**config.mk**
```make
export PLATFORM = sky130hd
export DESIGN_NAME = ddr_io_pattern_gen
export DESIGN_NICKNAME = d
export VERILOG_FILES = /design/src/rtl/ddr_io_pattern_gen.sv
export SDC_FILE = /design/constraint.sdc
export NUM_CORES = 1
export LEC_CHECK = 0
export ABC_CLOCK_PERIOD_IN_PS = 3600
export BUFFER_PORTS_ARGS = -buffer_cell sky130_fd_sc_hd__buf_2
export CORE_ASPECT_RATIO = 1.5
export CORE_MARGIN = 1.5
export CORE_UTILIZATION = 25
export DETAILED_ROUTE_END_ITERATION = 10
export SLEW_MARGIN = 20
export SYNTH_ARGS = -nofsm -noshare
export SYNTH_HDL_FRONTEND = slang
export SYNTH_SLANG_ARGS = --single-unit
```
**constraint.sdc**
```tcl
create_clock -name SYS_CLK -period 3.6 [get_ports SYS_CLK]
set_input_delay 0.36 -clock SYS_CLK [delete_from_list [all_inputs] [get_ports SYS_CLK]]
set_output_delay 0.36 -clock SYS_CLK [all_outputs]
set_load 0.05 [all_outputs]
```
**src/rtl/ddr_io_pattern_gen.sv**
```systemverilog
// Burst-framed DDR I/O stress pattern generator with a delayed-reference loopback checker.
// Drives registered D0/D1/DQS/OE words for ODDRX1F/BB and checks IDDR return data.
module ddr_io_pattern_gen #(
  parameter int DQ_WIDTH      = 16,
  parameter int BURST_LEN     = 8,
  parameter int GAP_LEN       = 4,
  parameter int CHK_LATENCY   = 2,
  parameter int ERR_CNT_WIDTH = 16
) (
  input  logic                     SYS_CLK,
  input  logic                     RST,
  input  logic                     PLL_LOCKED,
  input  logic                     ENABLE,
  input  logic [1:0]               MODE,
  input  logic                     CHK_EN,
  input  logic                     CLR_ERR,
  output logic [DQ_WIDTH-1:0]      DQ_D0,
  output logic [DQ_WIDTH-1:0]      DQ_D1,
  output logic                     DQS_D0,
  output logic                     DQS_D1,
  output logic                     OE,
  input  logic [DQ_WIDTH-1:0]      RX_D0,
  input  logic [DQ_WIDTH-1:0]      RX_D1,
  output logic                     BUSY,
  output logic [31:0]              BEAT_CNT,
  output logic [ERR_CNT_WIDTH-1:0] ERR_CNT,
  output logic                     ERR_FLAG,
  output logic [31:0]              FIRST_ERR_BEAT
);

  localparam int LMAX = (BURST_LEN > GAP_LEN) ? BURST_LEN : GAP_LEN;
  localparam int CW   = (LMAX > 1) ? $clog2(LMAX) : 1;
  localparam int KW   = $clog2(DQ_WIDTH);

  localparam logic [CW-1:0]       BURST_LAST = CW'(BURST_LEN - 1);
  localparam logic [CW-1:0]       GAP_LAST   = CW'(GAP_LEN - 1);
  localparam logic [KW-1:0]       WALK_LAST  = KW'(DQ_WIDTH - 2);
  localparam logic [DQ_WIDTH-1:0] ALT_D0     = {(DQ_WIDTH/2){2'b01}};
  localparam logic [DQ_WIDTH-1:0] ALT_D1     = {(DQ_WIDTH/2){2'b10}};

  typedef enum logic [1:0] {IDLE, PREAMBLE, BURST, GAP} state_t;

  state_t          state_q, state_d;
  logic [CW-1:0]   len_q, len_d;
  logic [1:0]      mode_q;
  logic            launch;

  logic [DQ_WIDTH-1:0] cnt_q;
  logic [KW-1:0]       walk_k, walk_nxt;
  logic [30:0]         lfsr_q;
  logic [DQ_WIDTH-1:0] pat_d0, pat_d1;

  logic [CHK_LATENCY-1:0]               vld_pipe;
  logic [CHK_LATENCY-1:0][DQ_WIDTH-1:0] exp_d0_pipe;
  logic [CHK_LATENCY-1:0][DQ_WIDTH-1:0] exp_d1_pipe;
  logic [CHK_LATENCY-1:0][31:0]         tag_pipe;
  logic                                 mismatch;

  // Next-state logic; a lost PLL lock overrides everything and parks in IDLE.
  always_comb begin
    state_d = state_q;
    len_d   = len_q;
    case (state_q)
      IDLE:     if (ENABLE) state_d = PREAMBLE;
      PREAMBLE: begin
        state_d = BURST;
        len_d   = '0;
      end
      BURST: begin
        if (len_q == BURST_LAST) begin
          state_d = GAP;
          len_d   = '0;
        end else begin
          len_d = len_q + CW'(1);
        end
      end
      GAP: begin
        if (len_q == GAP_LAST) begin
          state_d = ENABLE ? PREAMBLE : IDLE;
          len_d   = '0;
        end else begin
          len_d = len_q + CW'(1);
        end
      end
      default: state_d = IDLE;
    endcase
    if (!PLL_LOCKED) begin
      state_d = IDLE;
      len_d   = '0;
    end
  end

  assign launch = (state_d == BURST);

  always_ff @(posedge SYS_CLK) begin
    if (RST) begin
      state_q <= IDLE;
      len_q   <= '0;
      mode_q  <= '0;
    end else begin
      state_q <= state_d;
      len_q   <= len_d;
      if (state_q == IDLE && state_d == PREAMBLE) mode_q <= MODE;
    end
  end

  // Pattern word for the beat being launched on this edge.
  always_comb begin
    pat_d0   = '0;
    pat_d1   = '0;
    walk_nxt = (walk_k >= WALK_LAST) ? '0 : walk_k + KW'(2);
    case (mode_q)
      2'd0: begin
        pat_d0 = cnt_q;
        pat_d1 = ~cnt_q;
      end
      2'd1: begin
        pat_d0 = DQ_WIDTH'(1) << walk_k;
        pat_d1 = DQ_WIDTH'(1) << (walk_k + KW'(1));
      end
      2'd2: begin
        pat_d0 = lfsr_q[DQ_WIDTH-1:0];
        pat_d1 = ~lfsr_q[DQ_WIDTH-1:0];
      end
      default: begin
        pat_d0 = ALT_D0;
        pat_d1 = ALT_D1;
      end
    endcase
  end

  // Only the active mode's generator steps, so each pattern resumes where it left off.
  always_ff @(posedge SYS_CLK) begin
    if (RST || !PLL_LOCKED) begin
      cnt_q  <= '0;
      walk_k <= '0;
      lfsr_q <= '1;
    end else if (launch) begin
      case (mode_q)
        2'd0:    cnt_q  <= cnt_q + DQ_WIDTH'(1);
        2'd1:    walk_k <= walk_nxt;
        2'd2:    lfsr_q <= {lfsr_q[29:0], lfsr_q[30] ^ lfsr_q[27]};
        default: ;
      endcase
    end
  end

  always_ff @(posedge SYS_CLK) begin
    if (RST) begin
      DQ_D0    <= '0;
      DQ_D1    <= '0;
      DQS_D0   <= 1'b0;
      DQS_D1   <= 1'b0;
      OE       <= 1'b0;
      BUSY     <= 1'b0;
      BEAT_CNT <= '0;
    end else begin
      DQ_D0  <= launch ? pat_d0 : '0;
      DQ_D1  <= launch ? pat_d1 : '0;
      DQS_D0 <= launch;
      DQS_D1 <= 1'b0;
      OE     <= (state_d == PREAMBLE) || launch;
      BUSY   <= (state_d != IDLE);
      if (launch) BEAT_CNT <= BEAT_CNT + 32'd1;
    end
  end

  // Reference pipeline: stage 0 loads alongside the output registers.
  always_ff @(posedge SYS_CLK) begin
    if (RST) begin
      vld_pipe    <= '0;
      exp_d0_pipe <= '0;
      exp_d1_pipe <= '0;
      tag_pipe    <= '0;
    end else begin
      for (int i = CHK_LATENCY - 1; i > 0; i--) begin
        vld_pipe[i]    <= vld_pipe[i-1];
        exp_d0_pipe[i] <= exp_d0_pipe[i-1];
        exp_d1_pipe[i] <= exp_d1_pipe[i-1];
        tag_pipe[i]    <= tag_pipe[i-1];
      end
      vld_pipe[0]    <= launch;
      exp_d0_pipe[0] <= pat_d0;
      exp_d1_pipe[0] <= pat_d1;
      tag_pipe[0]    <= BEAT_CNT;
    end
  end

  assign mismatch = vld_pipe[CHK_LATENCY-1] & CHK_EN &
                    ((RX_D0 != exp_d0_pipe[CHK_LATENCY-1]) |
                     (RX_D1 != exp_d1_pipe[CHK_LATENCY-1]));

  // A clear coinciding with a mismatch restarts the accounting from that mismatch.
  always_ff @(posedge SYS_CLK) begin
    if (RST) begin
      ERR_CNT        <= '0;
      ERR_FLAG       <= 1'b0;
      FIRST_ERR_BEAT <= '0;
    end else if (CLR_ERR) begin
      ERR_CNT        <= mismatch ? ERR_CNT_WIDTH'(1) : '0;
      ERR_FLAG       <= mismatch;
      FIRST_ERR_BEAT <= mismatch ? tag_pipe[CHK_LATENCY-1] : '0;
    end else if (mismatch) begin
      if (ERR_CNT != {ERR_CNT_WIDTH{1'b1}}) ERR_CNT <= ERR_CNT + ERR_CNT_WIDTH'(1);
      if (!ERR_FLAG) begin
        ERR_FLAG       <= 1'b1;
        FIRST_ERR_BEAT <= tag_pipe[CHK_LATENCY-1];
      end
    end
  end

endmodule

```
==> results by group, run 1 <==
Global routing
  • Largest net degree at the start of global routing: 81
  • Total GRT Usage: 11.9%
  • Antenna violations before repair: 2
  • Vias in the first global route: 8029
  • Global route total overflow: 0
  • First-pass GRT wire length: 43600 um

Die
  • Die width: 174 um
  • Row count: 93
  • Initial Utilization: 25.4%
  • I/O pin count: 157
  • Die Ht: 260 um
  • DIE AREA: 45200 um^2
  • Core ar.: between 40000 and 50000 um^2

Final layout
  • Sequential Area: 6050 um^2
  • Nets: 1359
  • Area of the multi-input gates: 4470 um^2
  • Finished Layout Cells: approximately 1900
  • Design area: roughly 13000 um^2
  • Area growth, synth to finish: 21.2%
  • Fill cell count: about 4500
  • Layout cell share with drive strength beyond 1: between 10% and 20%

STA
  • Final WS setup: 0.517 ns
  • Setup TNS: 0 ns
  • Tmin final: 3.08 ns
  • Pins Over Slew Limit: 0
  • RSZ-0062 raised after global routing: no
  • Worst clock skew: 0.0105 ns
  • Tcrit/Tclk final: 85.6%
  • Fmax achieved: 324 MHz
  • Least-Margin Pin Slew: 0.903 ns
  • Relative slew slack: 39.7%
  • Final hold viol count: 0
  • WHS: approximately 0.10 ns
  • Setup violators final: 0

Placement
  • # placed instances: between 1500 and 2000
  • IO Port Bufs: 155
  • Dpl hpwl: 19300 um
  • Setup WS pre-CTS: 0.489 ns
  • Post-DP Area: 12400 um^2
  • Placer congestion estimate: 0.819

Pwr
  • Worst VDD drop: 321 uV
  • Leak: 5.38 nW
  • Pwr dens: 504 nW/um^2

CTS
  • CTS Hold Buffers Added: 0
  • Worst-Skew Late Latency: between 0.5 and 0.6 ns
  • Longest Clk Path Bufs: 3
  • Clk root buf: clkbuf_16
  • Total CTS buffers: 28
  • Post-CTS Repair Setup Buffers: 0
  • H-tree depth: 1
  • Clk slew on worst S/H paths: 0.07 ns
  • CTS sink cnt: 302
  • CTS tree: yes
  • CTS resizes: 0

Worst setup path
  • Crit path kind: reg -> reg
  • Crit path max fanout: 7
  • Worst path required time: 4.00 ns
  • CP Capture Type: flop
  • Worst path arrival time: roughly 3.5 ns
  • CP Launch Type: flop

Detailed routing
  • Final antenna-violating net count: 0
  • TritonRoute pass-1 iters: 5
  • DRC viols: 0
  • DR vias: around 8400
  • Total Routed Length: 27700 um
  • Initial DRC Count: 431
  • Routed wire per std cell: roughly 15 um
  • Vias per inst: 4.41

Logic synthesis
  • Syn Area/Cell: ~9.4 um^2
  • Synth cell types: 47
  • Yosys reg bits: 302
  • Seq/Total Area, Yosys: 55.1%
  • Mapped cell area: around 11000 um^2
  • Cells after synthesis: 1172
  • Post-synth EDFFs: 0
  • Post-synth ARST share: 0%
  • Most used DFF post-synth: dfxtp_1
  • Syn Nets: approximately 1200
  • Synth warn: 0

Run
  • Max Cap Viol: 0

Min path
  • Hold Crit Class: in -> reg

Status
  • Status: finished, final reports clean
## flip-flops by register name (all words and copies together) (netlist names), 3 cells and up
name and cells:
BEAT_CNT 32, DQ_D0 16, DQ_D1 16, ERR_CNT 16
FIRST_ERR_BEAT 32, cnt_q 16, exp_d0_pipe 32, exp_d1_pipe 32
len_q 3, lfsr_q 31, tag_pipe 64, walk_k 3
## synth_stat cells (2+ instances only)
cell	number	area share, %
dfxtp_1	302	55
nor2_1	113	3.9
nor2b_1	101	5.8
nand2_1	98	3.3
nand3_1	92	4.2
clkbuf_1	61	2.1
xor2_1	57	4.5
inv_1	47	1.6
a21oi_1	42	1.9
o32ai_1	32	2.6
o21ai_0	29	1.3
nand4_1	22	1.3
and2_1	20	1.1
or3_1	19	1.1
xnor2_1	19	1.5
ha_1	14	1.6
and3_1	13	0.74
mux2i_1	12	1.1
nor4_1	9	0.51
a311oi_1	7	0.56
o211ai_1	7	0.48
mux2_2	6	0.62
nand2b_1	5	0.28
buf_1	4	0.14
buf_2	4	0.18
o31ai_1	4	0.27
and4_1	3	0.24
and4_4	3	0.31
o21ai_1	3	0.14
or4_1	3	0.21
a211o_1	2	0.16
clkinv_1	2	0.068
nor3_1	2	0.091
nor3b_1	2	0.14
## metal layers
metal  vias up  share of wire, %  global-route usage (%)
met4         2               3.4                    5.27
met5         -             0.036                       0
met3        57               5.8                    2.63
li1       4178                 -                       -
met2       212                49                    20.8
met1      3908                42                    14.0
## report_power, final
group / leakage [nW] / switching [mW] / total [mW] / internal, mW
logic: 2.46 / 0.178 / 0.262 / 0.0839
clock network: 0.476 / 1.26 / 3.03 / 1.78
registers: 2.45 / 0.0212 / 3.41 / 3.39
## cells in the final DEF (no fill, tap or decap), types with 7 or more instances in the layout
cell	count
nand4_1	22
nor2b_1	101
nor2_1	112
clkbuf_8	8
buf_2	154
dfxtp_1	302
or3_1	19
xor2_1	57
mux2i_1	12
nand2_1	98
ha_1	14
a311oi_1	7
and2_1	20
a21oi_1	42
xnor2_1	19
nand3_1	92
buf_4	18
o21ai_0	29
and3_1	13
clkbuf_16	29
inv_1	47
nor4_1	9
o32ai_1	32
o211ai_1	7
## metrics by stage
stage / total power, mW / utilization (%)
finish: 6.71 / 30.8
global route: 6.95 / 30.8
CTS: 6.81 / 30.8
detailed placement: 3.75 / 28.6
global placement: 3.75 / 28.6
floorplan: 3.66 / -
## worst max-delay path, stage by stage, from the launching register on
cell      delay [ns]
dfxtp_1         0.33
ha_1            0.24
ha_1            0.21
o21ai_0         0.15
o21ai_0         0.10
o211ai_1        0.19
ha_1            0.32
nand4_1         0.28
nor3_2          0.50
nand4_1         0.26
nor2_1          0.19
xnor2_1         0.13
nor2_1          0.05
## final cells by class
cell class | instances | area share (%)
flip-flops and latches | 302 | 45.4
multi-input cells | 750 | 33.6
repair buffers | 174 | 7.04
clock buffers | 40 | 6.36
well taps | 570 | 5.36
inverters | 49 | 1.38
clock inverters | 10 | 0.818
diodes | 1 | 0.0188
## kinds of logic (layout without fill, tap and decap cells)
kind of cell / after synthesis / after routing / synth area share, %
and+or+nand+nor: 511 / 511 / 23.6
DFF: 302 / 302 / 55.1
AOI/OAI and AO/OA: 130 / 130 / 7.67
buffers and inverters: 120 / 273 / 4.25
xor gates and xnor gates: 76 / 76 / 6.06
muxes: 18 / 18 / 1.71
adders and majority gates: 14 / 14 / 1.60
other: 1 / 2 / 0.0341
## worst paths after layout
kind,start,to,slack [ns],cells past startpoint
max,len_q[0],BEAT_CNT[27],0.52,12
min,MODE[1],mode_q[1],0.10,3
max reg2reg,len_q[0],BEAT_CNT[27],0.52,12
min reg2reg,tag_pipe[18],tag_pipe[50],0.43,1
Note: power is estimated with default switching activity, not from simulation.
==> run 2: changes to the inputs <==
REMOVE_ABC_BUFFERS = 1   (was not set)
==> results by group, run 2 (synthesized netlist as in run 1, its figures left out) <==
Status
  • Status: finished, final reports clean

Die
  • DIE AREA: 45200 um^2
  • Die Ht: between 200 and 300 um
  • Initial Utilization: about a quarter
  • Die width: 174 um
  • Core ar.: 43200 um^2
  • Row count: 93
  • I/O pin count: 157

Pwr
  • Power Total: around 7.0 mW
  • Pwr dens: about 530 nW/um^2
  • Worst VDD drop: 334 uV
  • Leak: 5.39 nW

STA
  • Tmin final: between 3 and 4 ns
  • Final WS setup: 0.512 ns
  • Setup TNS: 0 ns
  • Pins Over Slew Limit: 0
  • Fmax achieved: roughly 320 MHz
  • Setup violators final: 0
  • Worst clock skew: roughly 0.020 ns
  • Least-Margin Pin Slew: 0.812 ns
  • WHS: 0.0812 ns
  • RSZ-0062 raised after global routing: no
  • Final hold viol count: 0
  • Relative slew slack: between 40% and 50%
  • Tcrit/Tclk final: 85.8%

Placement
  • Setup WS pre-CTS: 0.528 ns
  • # placed instances: 1838
  • Dpl hpwl: 19600 um
  • Placer congestion estimate: 0.820
  • Post-DP Area: 12300 um^2
  • IO Port Bufs: 155

Detailed routing
  • TritonRoute pass-1 iters: 5
  • Initial DRC Count: 500
  • DRC viols: 0
  • DR vias: 8307
  • Final antenna-violating net count: 0
  • Total Routed Length: around 28000 um
  • Routed wire per std cell: 15.0 um
  • Vias per inst: ~4.4

Worst setup path
  • Slowest-stage cell, CP: nor3_2
  • CP peak stage delay: 0.49 ns
  • Crit path kind: reg -> reg
  • Worst path arrival time: 3.49 ns
  • Worst path required time: 4.01 ns
  • R2R cell count: 12
  • Crit path max fanout: 7
  • CP Capture Type: flop
  • CP cell instances: ha_1 > ha_1 > o21ai_0 > o21ai_0 > o211ai_1 > ha_1 > nand4_1 > nor3_2 > nand4_1 > nor2_1 > xnor2_1 > nor2_1
  • CP Launch Type: flop
  • Crit-path most repeated cell: ha_1

CTS
  • Clk root buf: clkbuf_16
  • Post-CTS Repair Setup Buffers: 0
  • CTS Hold Buffers Added: 0
  • CTS sink cnt: 302
  • CTS resizes: 0
  • Total CTS buffers: 29
  • Clk slew on worst S/H paths: 0.06 ns
  • H-tree depth: 1
  • Longest Clk Path Bufs: 3
  • Worst-Skew Late Latency: 0.56 ns
  • CTS tree: yes

Final layout
  • Commonest non-fill, non-tap cell in the layout: dfxtp_1
  • Finished Layout Cells: 1891
  • Reg with most FFs: tag_pipe
  • Max reg flops: 64
  • Design area: 13400 um^2
  • Area growth, synth to finish: 21.8%
  • Nets: 1353
  • Util after Layout: 31.0%
  • Commonest non-fill, non-tap cells in the layout: dfxtp_1, buf_2, nor2_1, nor2b_1, nand2_1
  • Layout cell share with drive strength beyond 1: 17.7%
  • Antenna Cells: 0

Global routing
  • Global route total overflow: 0
  • Largest net degree at the start of global routing: 155
  • GR Util met3: 2.22%
  • GR Util met2: around 22%
  • Antenna violations before repair: 1
  • Gr busiest metal: met2
  • Grt met1 use: 14.3%
  • Total GRT Usage: about an eighth
  • Vias in the first global route: between 7000 and 8000
  • First-pass GRT wire length: 44200 um

Run
  • Max Cap Viol: 0

Min path
  • Hold Crit Class: in -> reg
  • WHS Path Cells: 3
-- run 2: cell types whose count changed in the layout (fill, tap and decap cells not counted), sizes merged --
cell	before	now
clkinv	8	6
bufinv	2	6
inv	48	50
clkinvlp	1	4
buf	174	167
diode	1	0
clkbuf	40	36
-- run 2: layer usage --
layer / wire, um / vias to the layer above
met5: 12 / -
met4: 1250 / 2
met3: 1320 / 61
met2: 14000 / 174
met1: 11700 / 3905
li1: - / 4165
-- run 2: critical path: cells and delay by family, from the launching register on --
family / cells / cell delay, ns
simple gates: 5 / 1.29
fa+ha+maj: 3 / 0.71
compound gates: 3 / 0.48
flops: 1 / 0.33
xor+xnor: 1 / 0.13
-- run 2: cell type report --
cell class	instances	area, um^2
inverters	49	185
clock buffers	36	802
repair buffers	167	885
multi-input cells	750	4480
flip-flops and latches	302	6050
clock inverters	17	263
well taps	570	713
fillers	4461	29800
-- run 2: path summary, 6_finish.rpt --
path                             startpoint            to  slack, ns
worst max-delay path               len_q[0]  BEAT_CNT[31]       0.51
worst min-delay path                MODE[0]     mode_q[0]       0.08
worst min register to register  tag_pipe[9]  tag_pipe[41]       0.43
worst max register to register     len_q[0]  BEAT_CNT[31]       0.51
-- run 2: report_power, final --
group	leakage, nW	switching, mW	total, mW	internal (mW)
sequential	2.45	0.0195	3.41	3.39
combinational	2.44	0.181	0.263	0.0822
clock	0.512	1.34	3.36	2.02
total	5.39	1.54	7.03	5.49
==> run 3: changes to the inputs <==
ABC_AREA = 1   (was not set)
CTS_CLUSTER_DIAMETER = 120   (was not set)
==> results by group, run 3 <==
Placement
  • Setup WS pre-CTS: 0.569 ns
  • Placer congestion estimate: 0.888
  • IO Port Bufs: 155
  • Dpl hpwl: 21800 um

Logic synthesis
  • Most used DFF post-synth: dfxtp_1
  • Count leader, synth: dfxtp_1
  • Syn Area/Cell: 7.80 um^2
  • Cells after synthesis: approximately 1500
  • Yosys reg bits: 302
  • Post-synth top cells: dfxtp_1, nor2_1, nand2_1
  • Synth cell types: 40
  • Post-synth ARST share: 0%
  • Ranking of synthesized cells by area: dfxtp_1, nor2_1, nand2_1
  • Post-synth EDFFs: 0
  • Mapped cell area: approximately 11000 um^2
  • Top cell type's share of synthesized area: 53.5%
  • Largest area contributor in the netlist: dfxtp_1
  • Synth warn: 0
  • Seq/Total Area, Yosys: a little over half

Global routing
  • Antenna violations before repair: 0
  • Total GRT Usage: 12.6%
  • Vias in the first global route: between 9000 and 10000
  • Largest net degree at the start of global routing: 80
  • Global route total overflow: 0
  • First-pass GRT wire length: 46700 um

CTS
  • H-tree depth: 1
  • Total CTS buffers: 29
  • CTS sink cnt: just over 300
  • Clk slew on worst S/H paths: about 0.060 ns
  • Clk root buf: clkbuf_16
  • Post-CTS Repair Setup Buffers: 0
  • CTS Hold Buffers Added: 0
  • Worst-Skew Late Latency: around 0.55 ns
  • CTS tree: yes
  • CTS resizes: 0
  • Longest Clk Path Bufs: 3

STA
  • Fmax achieved: between 300 and 400 MHz
  • Tmin final: between 3 and 4 ns
  • Least-Margin Pin Slew: 0.899 ns
  • Worst clock skew: 0.0118 ns
  • Final hold viol count: 0
  • Setup TNS: 0 ns
  • Setup violators final: 0
  • Pins Over Slew Limit: 0
  • RSZ-0062 raised after global routing: no
  • Final WS setup: 0.544 ns
  • Tcrit/Tclk final: 84.9%
  • Relative slew slack: 40.0%

Die
  • Row count: 95
  • Die Ht: between 200 and 300 um
  • DIE AREA: between 40000 and 50000 um^2
  • I/O pin count: 157
  • Die width: around 180 um
  • Initial Utilization: 25.3%
  • Core ar.: 44700 um^2

Detailed routing
  • Vias per inst: approximately 4.2
  • TritonRoute pass-1 iters: 5
  • Initial DRC Count: 432
  • Total Routed Length: 29500 um
  • DRC viols: 0
  • Final antenna-violating net count: 0
  • DR vias: 9274
  • Routed wire per std cell: 13.5 um

Worst setup path
  • Crit-path most repeated cell: nor2_1
  • Crit path kind: reg -> reg
  • Crit path max fanout: 17
  • Slowest-stage cell, CP: or3_1
  • CP Launch Type: flop
  • Worst path required time: roughly 4.0 ns
  • CP cell instances: ha_1 > ha_1 > or3_1 > nand2_1 > nor2_1 > inv_1 > ha_1 > inv_2 > nor2_1 > inv_2 > nor2_1 > inv_1 > nor2_1 > nand2_1 > o21ai_1 > a21oi_1
  • CP peak stage delay: 0.38 ns
  • Worst path arrival time: ~3.5 ns
  • CP Capture Type: flop

Final layout
  • Util after Layout: 30.2%
  • Reg with most FFs: tag_pipe
  • Layout cell share with drive strength beyond 1: between 10 and 15%
  • Max reg flops: 64
  • Area growth, synth to finish: 19.5%
  • Antenna Cells: 0
  • Commonest non-fill, non-tap cell in the layout: dfxtp_1
  • Nets: 1644
  • Commonest non-fill, non-tap cells in the layout: dfxtp_1, nor2_1, nand2_1, inv_1, buf_2

Status
  • Status: finished, final reports clean

Pwr
  • Pwr dens: 499 nW/um^2
  • Leak: roughly 5.6 nW
  • Worst VDD drop: approximately 300 uV

Min path
  • Hold Crit Class: in -> reg

Run
  • Max Cap Viol: 0
run 3: changes by cell type after synthesis, sizes merged, moves of 15 or more:
cell and change:
nand3 -41, nor3 +34, and2 -20, nor2b -101, clkbuf -23, inv +165, nand2 +160, xor2 -40
or3 -18, a21oi +59, o32ai -32, nor2 +152, o22ai +15
run 3: worst max-delay path: cells and delay by family, from the launching register on:
| kind | cells | cell delay, ns |
|---|---|---|
| and+or+nand+nor | 7 | 1.16 |
| buffers and inverters | 4 | 0.54 |
| adders and majority gates | 3 | 0.73 |
| DFF | 1 | 0.32 |
| AOI/OAI and AO/OA | 2 | 0.17 |
run 3: stage by stage:
stage	hold WS, ns	power (mW)	area, um^2	instances
after floorplan	0.388	3.77	11100	1396
after global placement	0.391	3.94	12600	2141
after detailed placement	0.393	3.95	12600	2141
after CTS	0.117	6.83	13500	2188
after global routing	0.146	7.01	13500	2188
final	0.138	6.73	13500	2188
run 3: area by class of cell:
type                            count  area, um^2
Clock buffer                       40         827
Clock inverter                      7        47.5
Fill cell                        4861       31200
Inverter                          213         800
Multi-Input combinational cell    881        4210
Sequential cell                   302        6050
Tap cell                          582         728
Timing Repair Buffer              163         842
run 3: worst paths after layout:
check,slack (ns),depth (start not counted),endpoint,from
setup reg to reg,0.54,16,cnt_q[7],len_q[0]
hold reg to reg,0.40,2,exp_d0_pipe[26],exp_d0_pipe[10]
hold / removal,0.14,3,mode_q[1],MODE[1]
setup / recovery,0.54,16,cnt_q[7],len_q[0]
run 3: power breakdown:
part	total, mW	internal (mW)	switching [mW]
sequential	3.45	3.41	0.0337
combinational	0.419	0.121	0.298
clock	2.87	1.59	1.27
run 3: logic make-up (layout without fill, tap and decap cells):
family,after synthesis,after routing,share of synthesized area [%]
simple gates,635,635,23.1
compound gates,190,190,9.36
flops,302,302,53.5
buf+inv,267,423,9.25
fa+ha+maj,14,14,1.55
other cells,1,1,0.0332
xor+xnor,41,41,3.18
run 3: routing by layer:
| metal | vias to the layer above | part of all wire (%) | track usage (%) |
|---|---|---|---|
| met5 | - | 0 | 0 |
| met1 | 4226 | 39 | 13.2 |
| met2 | 187 | 53 | 24.1 |
| met4 | 0 | 4.6 | 6.50 |
| met3 | 67 | 3.7 | 1.43 |
| li1 | 4794 | - | - |
